$ cat src/rtl/mem_access_ctrl.sv
// Data-memory port sequencer for the memory stage: splits wide accesses
// into two 16-bit beats, handshakes each beat and stalls upstream meanwhile.
module mem_access_ctrl #(
    parameter int ADDR_W   = 16,
    parameter int MAX_WAIT = 15
) (
    input  logic              clk,
    input  logic              rst,
    input  logic              i_req,
    input  logic              i_write,
    input  logic              i_wide,
    input  logic [ADDR_W-1:0] i_addr,
    input  logic [31:0]       i_wdata,
    input  logic              i_mem_ready,
    input  logic [15:0]       i_mem_rdata,
    output logic              o_mem_re,
    output logic              o_mem_we,
    output logic [ADDR_W-1:0] o_mem_addr,
    output logic [15:0]       o_mem_wdata,
    output logic [31:0]       o_rdata,
    output logic              o_stall,
    output logic              o_done,
    output logic              o_err
);

    typedef enum logic [1:0] {
        IDLE  = 2'd0,
        BEAT0 = 2'd1,
        BEAT1 = 2'd2,
        DONE  = 2'd3
    } state_t;

    localparam logic [7:0] MAX_CNT = 8'(MAX_WAIT);

    state_t            state_q, state_d;
    logic              wr_q, wr_d;
    logic              wide_q, wide_d;
    logic [ADDR_W-1:0] addr_q, addr_d;
    logic [31:0]       wdata_q, wdata_d;
    logic [31:0]       rdata_q, rdata_d;
    logic [7:0]        cnt_q, cnt_d;
    logic              err_q, err_d;
    logic              in_beat;

    always_ff @(posedge clk) begin
        if (rst) begin
            state_q <= IDLE;
            wr_q    <= 1'b0;
            wide_q  <= 1'b0;
            addr_q  <= '0;
            wdata_q <= '0;
            rdata_q <= '0;
            cnt_q   <= '0;
            err_q   <= 1'b0;
        end else begin
            state_q <= state_d;
            wr_q    <= wr_d;
            wide_q  <= wide_d;
            addr_q  <= addr_d;
            wdata_q <= wdata_d;
            rdata_q <= rdata_d;
            cnt_q   <= cnt_d;
            err_q   <= err_d;
        end
    end

    always_comb begin
        state_d = state_q;
        wr_d    = wr_q;
        wide_d  = wide_q;
        addr_d  = addr_q;
        wdata_d = wdata_q;
        rdata_d = rdata_q;
        cnt_d   = cnt_q;
        err_d   = err_q;
        unique case (state_q)
            IDLE: begin
                if (i_req) begin
                    wr_d    = i_write;
                    wide_d  = i_wide;
                    addr_d  = i_addr;
                    wdata_d = i_wdata;
                    cnt_d   = '0;
                    err_d   = 1'b0;
                    state_d = BEAT0;
                end
            end
            BEAT0, BEAT1: begin
                if (i_mem_ready) begin
                    cnt_d = '0;
                    if (!wr_q) begin
                        if (state_q == BEAT1) begin
                            rdata_d[31:16] = i_mem_rdata;
                        end else begin
                            rdata_d[15:0] = i_mem_rdata;
                            if (!wide_q) rdata_d[31:16] = '0;
                        end
                    end
                    state_d = (state_q == BEAT0 && wide_q) ? BEAT1 : DONE;
                end else if (cnt_q == MAX_CNT) begin
                    // Abort: halves not yet captured keep their old value
                    err_d   = 1'b1;
                    state_d = DONE;
                end else begin
                    cnt_d = cnt_q + 8'd1;
                end
            end
            DONE: begin
                err_d   = 1'b0;
                state_d = IDLE;
            end
        endcase
    end

    assign in_beat     = (state_q == BEAT0) || (state_q == BEAT1);
    assign o_mem_re    = in_beat && !wr_q;
    assign o_mem_we    = in_beat && wr_q;
    assign o_mem_addr  = addr_q + ADDR_W'(state_q == BEAT1);
    assign o_mem_wdata = (state_q == BEAT1) ? wdata_q[31:16] : wdata_q[15:0];
    assign o_rdata     = rdata_q;
    // Low in DONE so upstream buffers advance exactly once per access
    assign o_stall     = ((state_q == IDLE) && i_req) || in_beat;
    assign o_done      = (state_q == DONE);
    assign o_err       = (state_q == DONE) && err_q;

endmodule
$ cat config.mk
export PLATFORM = sky130hd
export DESIGN_NAME = mem_access_ctrl
export DESIGN_NICKNAME = d
export VERILOG_FILES = /design/src/rtl/mem_access_ctrl.sv
export SDC_FILE = /design/constraint.sdc
export NUM_CORES = 1
export LEC_CHECK = 0
export CAP_MARGIN = 20
export CORE_AREA = 2 2 104 106
export DETAILED_ROUTE_END_ITERATION = 10
export DIE_AREA = 0 0 106 108
export HOLD_SLACK_MARGIN = 0.02
export PLACE_DENSITY_LB_ADDON = 0.3
export SLEW_MARGIN = 20
export SYNTH_ARGS = -nofsm -noshare
export SYNTH_HDL_FRONTEND = slang
export SYNTH_SLANG_ARGS = --single-unit
export TNS_END_PERCENT = 20
$ cat constraint.sdc
create_clock -name clk -period 2.6 [get_ports clk]
set_clock_uncertainty 0.05 [all_clocks]
set_input_delay 0.52 -clock clk [delete_from_list [all_inputs] [get_ports clk]]
set_output_delay 0.52 -clock clk [all_outputs]
set_load 0.02 [all_outputs]
======== Word level (Yosys, flattened, before mapping) ========
Cells that the tools add are included.
word-level totals
  input port bits ......................... 70
  output and inout bits ................... 69
  logic and storage cells ................. 56
  register bits after elaboration ......... 93
operators by class
  $add $sub $neg .......................... 2
  reduce and logical (&&, ||, !) cells .... 17
  bitwise logic cells ..................... 2
  multiplexer cells ....................... 16
  equal/unequal tests ..................... 10
operators with widths
  cell                 count
  $mux 16              3
  $mux 8               3
  $add 16x1->16        1
  $pmux 8 s2           1
  $add 8x1->8 const B  1
  $eq 8x4->1 const B   1
  $reduce_and 4->1     2
  $mux 2               3
  $ne 2x2->1 const B   3
  $ne 3x3->1 const B   2
  $pmux 2 s3           1
  $reduce_and 3->1     2
  $logic_and 1x1->1    5
  $eq 2x2->1 const B   2
  $mux 1               4
  $reduce_and 2->1     2
  $pmux 1 s3           1
  $eq 2x1->1 const B   1
  $logic_not 2->1      1
  $logic_or 1x1->1     2
  $ne 2x1->1 const B   1
  $not 1->1            2
  $reduce_bool 2->1    1
  $reduce_or 2->1      1
  $logic_not 1->1      1

======== Longest topological paths before layout ========
  depth after elaboration ................. 5
  mapped depth ............................ 9
  gate-level depth less buffers ........... 8

======== Worst setup path before layout ========
OpenSTA, ideal clock, no wires.
  path type ............................... flip-flop to output port
  from .................................... reg state_q[0]
  to ...................................... out o_mem_addr[10]
  stages on the path, launching flop included .. 10
  path buffers ............................ 1
  arrival ................................. 1.936 ns
  data required time ...................... 2.030 ns
  path slack .............................. 0.094 ns
  cell sequence ........................... dfxtp_1 inv_1 ha_1 buf_2 and2_1 ha_1 nand3_1 nor2_1 and4_1 xor2_1
on the way
  cells in the longest elaborated chain, start to end .. 2
ends and longest elaborated chain
  what                    RTL line  source
  start, declared         35        state_t state_q, state_d;
  start signal, assigned  56        state_q <= state_d;
  $eq 2x2->1              118       assign o_mem_addr = addr_q + ADDR_W'(state_q == BEAT1);
  $add 16x1->16           118
  end, declared           18        output logic [ADDR_W-1:0] o_mem_addr,
No other way between the ends.

======== Worst setup path after layout ========
  from .................................... reg state_q[0]
  to ...................................... out o_mem_addr[8]
The elaborated chain is that of the path after synthesis.

==> metrics.md <==
| Metric | Value |
|---|---|
| Layout cell share with drive strength beyond 1 | `between 10 and 15%` |
| Highest achievable clock rate | `slightly below 400 MHz` |
| Number of top-level pins | `about 140` |
| Power per unit of standard cell area | `~740 nW/um^2` |
| Required time of the critical path | `just over 2000 ps` |
| Worst VDD drop | `~0.42 mV` |
| Die area | `approximately 11,000 um^2` |
| Largest cells by area after synthesis | `dfxtp_1 46%, nand2_1 15%, a21oi_1 11%, mux2_2 5.0%, nand3_1 3.5%` |
| Cell types with the highest counts after synthesis | `159 x nand2_1, 93 x dfxtp_1, 88 x a21oi_1, 28 x nand3_1, 18 x mux2_2` |
| Category of cells accounting for the largest share of critical-path delay | `simple AND/OR/NAND/NOR gates` |
| Number of antenna violations at the first check in global routing | `0` |
| Final setup violating endpoints | `0` |
| Leak Pwr | `approximately 2.3 nW` |
| Clock Sinks | `a little over 90` |
| Std cell rows | `37` |
| Cell Int Power | `around 2.8 mW` |
| TritonCTS clock tree | `yes` |
| Post-DP HPWL | `7888 um` |
| Synth Register Bits | `a little over 90` |
| Clk pwr share | `approximately 23%` |
| Max-slew headroom | `around three fifths` |
| Most frequently used cell type in the post-synthesis netlist | `nand2_1` |
| Number of fillers in the final layout | `903` |
| Average instance area after synthesis | `between 8 and 9 um^2` |
| Placed Cells incl. Taps | `764` |
| Unique masters post-synth | `37` |
| Number of buffers and inverters on the critical path | `3` |
| Slew at the pin with the worst max-slew slack | `between 600 and 700 ps` |
| Result of the run | `complete, no violations` |
| Initial cell density of the core | `39.28%` |
| Clock tree root driver cell | `clkbuf_8` |
| Crit Path Category | `flip-flop to output port` |
| Netlist area before placement | `about 4000 um^2` |
| Wire length per cell after detailed routing | `14.09 um` |
| Delay of the slowest critical-path stage | `330 ps` |
| Relative contribution of combinational cells to total power | `around 37%` |
| Longest Clk Path Bufs | `2` |
| CP max FO | `3` |
| Number of antenna repair diodes | `0` |
| Cell type contributing the most total cell area after synthesis | `dfxtp_1` |
| Depth of the critical timing path with buffers and inverters included | `10` |
| Post-route fraction of the period consumed by the critical path | `97.13%` |
| Switching Power | `1.555 mW` |
| Worst EP arrival | `between 1500 and 2000 ps` |
| Combined global-route utilization of all metal layers | `between 10% and 20%` |
| Number of detailed-routing iterations run before antenna repair | `4` |
| GP Congestion | `between 0.8 and 0.9` |
| Worst setup path end | `o_mem_addr[8]` |
| Area fraction of the dominant cell type after synthesis | `between 40% and 50%` |
| Largest net degree at the start of global routing | `51` |
| Worst Reg-to-Reg Cells | `8` |
| Number of warnings printed during yosys synthesis | `0` |
| Register share of total power | `between 30 and 40%` |
| Setup TNS | `0 ps` |
| Critical-path cell list | `inv_2 > ha_4 > and2_4 > ha_4 > nand3_4 > nor2_4 > buf_4 > nand2_1 > xnor2_1 > buf_4` |
| Final Instance Count excl. Fillers | `~800` |
| Area growth syn-to-layout | `46.92%` |
| H-tree levels | `3` |
| Synthesized Nets | `between 500 and 600` |
| Clock Latency Late Sink | `about 350 ps` |
| Type of destination of the critical path | `output port` |
| Reg-to-Reg Start | `state_q[1]$_SDFFE_PP0P_` |
| Number of failing hold endpoints at the final stage | `0` |
| Count of unresolved DRC violations after routing | `0` |
| Worst setup slack for register-to-register paths | `~420 ps` |
| Number of enable-type register cells in the synthesized netlist | `0` |
| Via total after detailed routing | `between 3k and 4k` |
| Core Region | `a little over 10,000 um^2` |
| Worst hold path type | `flip-flop to flip-flop` |
| Count of nets left with antenna violations after detail routing | `0` |
| Average via count per standard cell | `4.935` |
| Count of max-cap constraint violations | `0` |
| Vias in the first global route | `between 3k and 4k` |
| Predominant post-synthesis flop cell | `dfxtp_1` |
| Slowest cell on crit path | `dfxtp_2` |
| Net count reported at finish | `721` |
| Min Tclk post-route | `2525 ps` |
| Pins over their slew limit | `0` |
| Global-route wire length before repair | `about 18,000 um` |
| Count of hold-fix buffers inserted at cts | `0` |
| Worst Setup SP | `state_q[0]$_SDFFE_PP0P_` |
| Crit path launch type | `flip-flop` |
| Switching share of total power | `35.65%` |
| Share of the yosys chip area belonging to registers | `a little under half` |
| Count of routing violations after the opening detailed-route iteration | `230` |
| Synthesized netlist cell count | `~500` |
| End of the worst register-to-register path | `cnt_q[4]$_SDFFE_PP0P_` |
| Die height | `approximately 110 um` |
| Register clock-pin slew on the reported worst setup and hold paths | `~80 ps` |
| Leftover overflow at the end of global routing | `0` |
| Post-synthesis async set-or-reset flop share | `0%` |
| Total wire length after detailed routing | `approximately 11,000 um` |
| Port bufs | `between 100 and 150` |
| Width of the die | `approximately 110 um` |
| Number of clock buffers inserted by TritonCTS | `9` |
how the worst min path moves through the flow:
stage,start,to,depth (start not counted)
4_1_cts,o_rdata[30]$_SDFFE_PP0P_,o_rdata[30]$_SDFFE_PP0P_,2
3_5_place_dp,wdata_q[11]$_SDFFE_PP0P_,wdata_q[11]$_SDFFE_PP0P_,2
2_1_floorplan,wdata_q[16]$_SDFFE_PP0P_,wdata_q[16]$_SDFFE_PP0P_,2
5_1_grt,wdata_q[11]$_SDFFE_PP0P_,wdata_q[11]$_SDFFE_PP0P_,2
6_report,wdata_q[22]$_SDFFE_PP0P_,wdata_q[22]$_SDFFE_PP0P_,2
3_3_place_gp,o_rdata[18]$_SDFFE_PP0P_,o_rdata[18]$_SDFFE_PP0P_,2
registers in the layout, indices dropped and copies added (netlist names):
register  count
o_rdata      32
wdata_q      32
addr_q       16
cnt_q         8
state_q       2
err_q         1
wide_q        1
wr_q          1
area by class of cell:
cell class,count,area [um^2],share of cell area (%)
timing repair buffer,162,1544,26.15
tap,136,170.2,2.882
clock inverter,4,56.30,0.9536
sequential,93,1864,31.57
multi-input combinational,374,2100,35.56
clock buffer,12,155.1,2.628
inverter,4,15.01,0.2543
power groups by stage:
stage | sequential [mW] | combinational (mW) | clock [mW]
finish | 1.74 | 1.63 | 0.995
detailed placement | 1.76 | 1.68 | 0
CTS | 1.73 | 1.62 | 1.02
global route | 1.76 | 1.78 | 1.09
global placement | 1.74 | 1.65 | 0
floorplan | 1.79 | 0.946 | 0
worst min-delay path, stage by stage, from the launching register on:
cell	delay [ps]
dfxtp_1	310
nand2_1	50
a21oi_1	50
metrics by stage:
| step | instance area [um^2] | total power, mW | hold WS (ps) | util, % | setup slack, ps |
|---|---|---|---|---|---|
| 3_5_place_dp | 5595 | 3.439 | 395.2 | 54.69 | -159.3 |
| 6_report | 5904 | 4.360 | 403.2 | 57.71 | 74.72 |
| 3_3_place_gp | 5595 | 3.398 | 388.5 | 54.69 | -110.9 |
| 4_1_cts | 5794 | 4.360 | 406.7 | 56.63 | -134.4 |
| 5_1_grt | 5904 | 4.635 | 426.1 | 57.71 | -17.27 |
| 2_1_floorplan | 4019 | 2.740 | 382.9 | - | 94.30 |
what timing repair did:
item                                    CTS  global route
resized for setup                        67            31
pin swaps                                 2             5
buffers inserted                          3             3
endpoints found under the setup margin   34            20
routing by layer:
metal / vias to the layer above / routed length (um) / track usage, %
li1: 1955 / - / -
met1: 1799 / 4692 / 23.76
met2: 102 / 5719 / 34.47
met3: 18 / 423 / 3.496
met4: 0 / 228 / 8.083
met5: - / 0 / 0
cells in the final DEF, fill, tap and decap left out, types with 2 or more instances in the layout:
master	synthesis	final
nor3_1	2	2
nand3_4	0	2
clkdlybuf4s50_1	0	102
a21oi_1	88	88
ha_4	0	2
clkbuf_2	0	2
buf_4	1	24
nor2_4	1	2
or4_1	2	2
buf_6	1	2
nand4_1	3	3
buf_2	12	3
xor2_1	8	7
nand3_1	28	25
dfxtp_1	93	91
and4_1	3	2
a21o_1	2	2
o21ai_0	6	6
dfxtp_2	0	2
and3_1	3	2
a211oi_1	3	3
inv_1	4	3
mux2_2	18	18
xnor2_1	9	8
nor2b_1	2	2
ha_1	7	4
nand2_1	159	159
clkbuf_8	0	11
dlygate4sd2_1	0	23
nand2b_1	5	5
buf_12	0	3
nor2_1	10	9
clkinv_4	0	3
and2_1	5	3
cells by family after synthesis:
group | synth area share (%)
buffers and inverters | 3.829
AND/OR/NAND/NOR | 25.37
XOR/XNOR | 3.705
flip-flops | 46.33
multiplexers | 5.043
adder cells (fa/ha/maj) | 2.179
AO/OA/AOI/OAI | 13.54
(Power assumes the default switching activity.)
